## src/rtl/frame_sequencer.sv

```systemverilog
// Frame-ID sequencer: steps the SDRAM-to-VGA reader through a run of stored images,
// changing the displayed ID only on VGA frame boundaries.
module frame_sequencer #(
  parameter int unsigned ID_W  = 6,
  parameter int unsigned NUM_W = 7,
  parameter int unsigned CNT_W = 16
) (
  input  logic             iCLK,
  input  logic             iRST,
  input  logic             iENABLE,
  input  logic             iTRIGGER,
  input  logic             iFRAME_START,
  input  logic [ID_W-1:0]  iMANUAL_ID,
  input  logic [ID_W-1:0]  iSTART_ID,
  input  logic [NUM_W-1:0] iNUM_IMAGES,
  input  logic [CNT_W-1:0] iCYCLES,
  input  logic             iLOOP,
  output logic [ID_W-1:0]  oFRAME_ID,
  output logic             oBUSY,
  output logic [NUM_W-1:0] oIMAGE_INDEX,
  output logic             oDONE,
  output logic             oERROR
);

  typedef enum logic [1:0] {
    StIdle  = 2'd0,
    StArmed = 2'd1,
    StShow  = 2'd2
  } state_e;

  state_e           r_state, w_state_d;
  logic             r_trig_q;
  logic [ID_W-1:0]  r_frame_id, w_frame_id_d;
  logic [NUM_W-1:0] r_index, w_index_d;
  logic [CNT_W-1:0] r_cyc_cnt, w_cyc_cnt_d;
  logic             r_done, w_done_d;
  logic             r_error, w_error_d;
  logic [ID_W-1:0]  r_start, w_start_d;
  logic [NUM_W-1:0] r_num, w_num_d;
  logic [CNT_W-1:0] r_cycles, w_cycles_d;
  logic             r_loop, w_loop_d;

  logic w_edge;
  logic w_params_ok;
  logic w_accept;
  logic w_reject;
  logic w_last_cycle;
  logic w_last_image;

  assign w_edge       = iTRIGGER & ~r_trig_q;
  assign w_params_ok  = (iNUM_IMAGES != '0) && (iCYCLES != '0);
  assign w_accept     = w_edge & iENABLE & w_params_ok;
  assign w_reject     = w_edge & iENABLE & ~w_params_ok;
  assign w_last_cycle = (r_cyc_cnt == r_cycles - CNT_W'(1));
  assign w_last_image = (r_index == r_num - NUM_W'(1));

  always_comb begin
    w_state_d    = r_state;
    w_frame_id_d = r_frame_id;
    w_index_d    = r_index;
    w_cyc_cnt_d  = r_cyc_cnt;
    w_done_d     = 1'b0;
    w_error_d    = r_error;
    w_start_d    = r_start;
    w_num_d      = r_num;
    w_cycles_d   = r_cycles;
    w_loop_d     = r_loop;

    if (!iENABLE) begin
      // Disabled: abandon any sequence, keep tracking the switches at boundaries.
      w_state_d   = StIdle;
      w_cyc_cnt_d = '0;
      w_index_d   = '0;
      if (iFRAME_START) begin
        w_frame_id_d = iMANUAL_ID;
      end
    end else if (w_accept) begin
      w_start_d  = iSTART_ID;
      w_num_d    = iNUM_IMAGES;
      w_cycles_d = iCYCLES;
      w_loop_d   = iLOOP;
      w_error_d  = 1'b0;
      w_state_d  = StArmed;
      // A coincident boundary is honoured in IDLE but dropped by a retrigger.
      if ((r_state == StIdle) && iFRAME_START) begin
        w_frame_id_d = iMANUAL_ID;
      end
    end else begin
      if (w_reject) begin
        w_error_d = 1'b1;
      end
      if (iFRAME_START) begin
        unique case (r_state)
          StIdle: begin
            w_frame_id_d = iMANUAL_ID;
          end
          StArmed: begin
            w_frame_id_d = r_start;
            w_index_d    = '0;
            w_cyc_cnt_d  = '0;
            w_state_d    = StShow;
          end
          StShow: begin
            if (!w_last_cycle) begin
              w_cyc_cnt_d = r_cyc_cnt + CNT_W'(1);
            end else begin
              w_cyc_cnt_d = '0;
              if (!w_last_image) begin
                w_index_d    = r_index + NUM_W'(1);
                w_frame_id_d = r_frame_id + ID_W'(1);
              end else if (r_loop) begin
                w_index_d    = '0;
                w_frame_id_d = r_start;
              end else begin
                w_state_d    = StIdle;
                w_frame_id_d = iMANUAL_ID;
                w_done_d     = 1'b1;
              end
            end
          end
          default: begin
            w_state_d = StIdle;
          end
        endcase
      end
    end
  end

  always_ff @(posedge iCLK) begin
    if (iRST) begin
      r_state    <= StIdle;
      r_trig_q   <= 1'b0;
      r_frame_id <= '0;
      r_index    <= '0;
      r_cyc_cnt  <= '0;
      r_done     <= 1'b0;
      r_error    <= 1'b0;
      r_start    <= '0;
      r_num      <= '0;
      r_cycles   <= '0;
      r_loop     <= 1'b0;
    end else begin
      r_state    <= w_state_d;
      r_trig_q   <= iTRIGGER;
      r_frame_id <= w_frame_id_d;
      r_index    <= w_index_d;
      r_cyc_cnt  <= w_cyc_cnt_d;
      r_done     <= w_done_d;
      r_error    <= w_error_d;
      r_start    <= w_start_d;
      r_num      <= w_num_d;
      r_cycles   <= w_cycles_d;
      r_loop     <= w_loop_d;
    end
  end

  assign oFRAME_ID    = r_frame_id;
  assign oBUSY        = (r_state == StArmed) || (r_state == StShow);
  assign oIMAGE_INDEX = r_index;
  assign oDONE        = r_done;
  assign oERROR       = r_error;

endmodule

```

## config.mk

```make
export PLATFORM = sky130hd
export DESIGN_NAME = frame_sequencer
export DESIGN_NICKNAME = d
export VERILOG_FILES = /design/src/rtl/frame_sequencer.sv
export SDC_FILE = /design/constraint.sdc
export NUM_CORES = 1
export LEC_CHECK = 0
export ABC_AREA = 1
export BUFFER_PORTS_ARGS = -buffer_cell sky130_fd_sc_hd__buf_2
export CAP_MARGIN = 20
export CORE_UTILIZATION = 45
export CTS_CLUSTER_SIZE = 10
export DETAILED_ROUTE_END_ITERATION = 10
export HOLD_SLACK_MARGIN = 0.06
export RECOVER_POWER = 100
export SETUP_SLACK_MARGIN = 0.2
export SKIP_CTS_REPAIR_TIMING = 1
export SLEW_MARGIN = 5
export SYNTH_ARGS = -nofsm -noshare
export SYNTH_HDL_FRONTEND = slang
export SYNTH_SLANG_ARGS = --single-unit
```

## constraint.sdc

```tcl
create_clock -name iCLK -period 3.27 [get_ports iCLK]
set_input_delay 0.4905 -clock iCLK [delete_from_list [all_inputs] [get_ports iCLK]]
set_output_delay 0.4905 -clock iCLK [all_outputs]
set_load 0.005 [all_outputs]
```

==> flow_metrics.py <==
metrics = {
    "pwr": {
        "ir_worst_vdd_mv": 0.222,
        "power_density_mw_per_mm2": 414,
        "leakagePower_nw": 2.10,
    },
    "timing": {
        "layout_setup_ws_ns": 0.585,
        "period_needed_ns": 2.69,
        "rsz0062_at_grt": "false",
        "slew_headroom_pct": 19.1,
        "drv_slew": 0,
        "final.setup.tns_ns": 0,
        "setup_viol": 0,
        "hold_slack_ns": 0.384,
        "timing.final.hold_violations": 0,
        "post-route-period-util_pct": 82.1,
        "fmax_mhz": 372,
        "finClkSkew_ns": 0.00914,
        "tightest_slew_ns": 1.21,
    },
    "detailed_routing": {
        "wirelength_mm": 10.9,
        "dr.pass1.iters": 7,
        "vias": 4213,
        "drc": 0,
        "viasPerCell": 5.19,
        "ant_nets": 0,
        "avgRoutedWirePerCell_um": 13.4,
        "drt_iter0_markers": 152,
    },
    "global_routing": {
        "grt_pass1_vias": 3833,
        "grt_antenna_before_repair": 0,
        "track_usage_pct": 23.7,
        "grt_util_met3_pct": 4.89,
        "grt_use_met2_pct": 36.3,
        "top_usage_layer": "met2",
        "grt-ovfl-total": 0,
        "grt_pass1_wl_mm": 18.3,
        "grt_max_degree": 38,
        "grtUsageMet1_pct": 33.5,
    },
    "critical_path": {
        "cp_max_fo": 7,
        "critPathLaunchType": "flop",
        "reg2reg_depth": 16,
        "critPathArrivalTime_ns": 2.97,
        "path_class": "reg -> reg",
        "required_ns": 3.55,
        "critPathCaptureType": "flop",
    },
    "final_layout": {
        "final_nets": 747,
        "num_antenna_cells": 0,
        "fin_cells": 811,
        "area_growth_syn_to_layout_pct": 12.2,
        "layout-drive-gt1-share_pct": 14.4,
    },
    "synthesis": {
        "netlist_instances": 645,
        "yosysSeqAreaShare_pct": 30.4,
        "yosys.area_share.simple_pct": 38.9,
        "ys_warn_count": 0,
        "synth_compound_area_share_pct": 11.3,
        "synth-xor-area-share_pct": 8.11,
        "synth-main-ff-cell": "dfxtp_1",
        "synth-seq-cells": 64,
        "synth.area.mux_share_pct": 0,
        "synth_cell_type_count": 39,
        "synth_edf_count": 0,
        "synthAdderAreaFrac_pct": 2.38,
        "synth.avg_cell_area_um2": 6.53,
        "async_flop_share_pct": 0,
        "synth_top_family_by_area": "simple AND/OR/NAND/NOR gates",
        "syn_nets": 694,
        "synth_area_mm2": 0.00421,
    },
    "job": {
        "max-cap-violations": 0,
    },
    "clock_network": {
        "ctsRootBufferMaster": "clkbuf_8",
        "clkLatencyLatePin_ns": 0.35,
        "cts.clk_slew.worst_paths_ns": 0.07,
        "htree_levels": 3,
        "clock_sinks": 64,
        "cts_tree": "done",
        "cts.path.max_buffers": 2,
        "numCtsBuffers": 9,
    },
    "hold_path": {
        "hold_path.class": "in -> reg",
        "worstHoldPathCells": 2,
    },
    "die": {
        "core_area_mm2": 0.00889,
        "fp.dieH_um": 98.7,
        "rows": 34,
        "initial_core_util_pct": 47.4,
        "die_area_mm2": 0.00975,
        "io_pins": 57,
        "chipWidth_um": 98.7,
    },
    "placement": {
        "io_buffers": 56,
        "placedCellCount": 795,
        "dpl.hpwl_mm": 8.53,
        "place.gp.congestion": 0.868,
        "post-place-ws_ns": 0.785,
    },
    "status": {
        "outcome": "complete, no violations",
    },
}
==> per-layer routing <==
layer  wire length (um)  up-vias
li1                   -     2183
met1               5520     1898
met2               4700      119
met3                534       13
met4                136        0
met5                  0        -
==> state kept, by name, indices dropped and copies added (netlist names), 2 cells and up <==
register / cells
r_start: 6
r_cycles: 16
oFRAME_ID: 6
r_state: 2
r_num: 7
oIMAGE_INDEX: 7
r_cyc_cnt: 16
==> layout by cell type (no fill, tap or decap), types with 2 or more instances in the layout <==
master    instances
nor4_1            4
nor3_1           16
nand2_2          11
o21ai_0          45
clkbuf_8         11
buf_2            53
xnor2_1          20
nand3_1          45
nand2_4           3
ha_1              8
nand2_1         133
clkinv_1          2
nor2_4            3
nor2_2            7
clkbuf_1          6
nor2_1           93
nand3b_1          8
xor2_1           19
inv_1            71
clkinv_2          2
dfxtp_1          64
a21oi_1          43
nand4_1          15
inv_2             4
==> stage by stage <==
step / util [%] / instance area (um^2) / power [W]
floorplan: - / 4210 / 0.00116
global placement: 51.2 / 4560 / 0.00126
detailed placement: 51.2 / 4560 / 0.00127
CTS: 53.5 / 4750 / 0.00197
global route: 53.1 / 4720 / 0.00207
finish: 53.1 / 4720 / 0.00195
==> cell families (layout without fill, tap and decap cells) <==
group | after synthesis | in the layout
buf+inv | 93 | 151
flops | 64 | 64
compound gates | 93 | 93
simple gates | 348 | 348
xor+xnor | 39 | 39
fa+ha+maj | 8 | 8
==> path summary, 6_finish.rpt <==
kind                             startpoint         endpoint  slack [ns]
worst min-delay path                   iRST         r_trig_q        0.38
worst min register to register   r_start[5]       r_start[5]        0.48
worst max register to register  r_cycles[0]  oIMAGE_INDEX[3]        0.58
worst max-delay path            r_cycles[0]  oIMAGE_INDEX[3]        0.58
==> critical path, cell delays in order, from the launching register on <==
cell	delay (ns)
dfxtp_1	0.35
inv_1	0.12
ha_1	0.21
nand3_1	0.25
nor2_1	0.29
nand2_1	0.09
nand3_1	0.12
nand2_1	0.06
nor2_1	0.10
nand2_1	0.06
nor2_1	0.14
nand2_2	0.08
nand2_1	0.24
nand2_2	0.09
inv_1	0.19
nand3_1	0.10
a21oi_1	0.13
==> synth_stat cells, drive strengths merged (12+ instances only) <==
cell type  instances  area, um^2
dfxtp             64        1280
o21ai             45         225
nand3             46         255
nand2            147         609
inv               75         282
nor2             104         449
clkbuf            12        55.1
a21oi             43         215
xor2              19         166
xnor2             20         175
nor3              17        90.1
nand4             15        93.8
==> cell type report <==
cell class / instances / area (um^2)
clock buffer: 13 / 159
inverter: 77 / 289
clock inverter: 3 / 40.0
fill: 931 / 4170
sequential: 64 / 1280
timing repair buffer: 58 / 288
multi-input combinational: 488 / 2530
tap: 108 / 135
==> report_power, final <==
group / internal (W) / total [W] / switching [W] / leakage [nW]
Combinational: 0.000151 / 0.000405 / 0.000254 / 1.48
Clock: 0.000392 / 0.000703 / 0.000311 / 0.103
Sequential: 0.000812 / 0.000846 / 0.0000336 / 0.523
(Power assumes the default switching activity.)
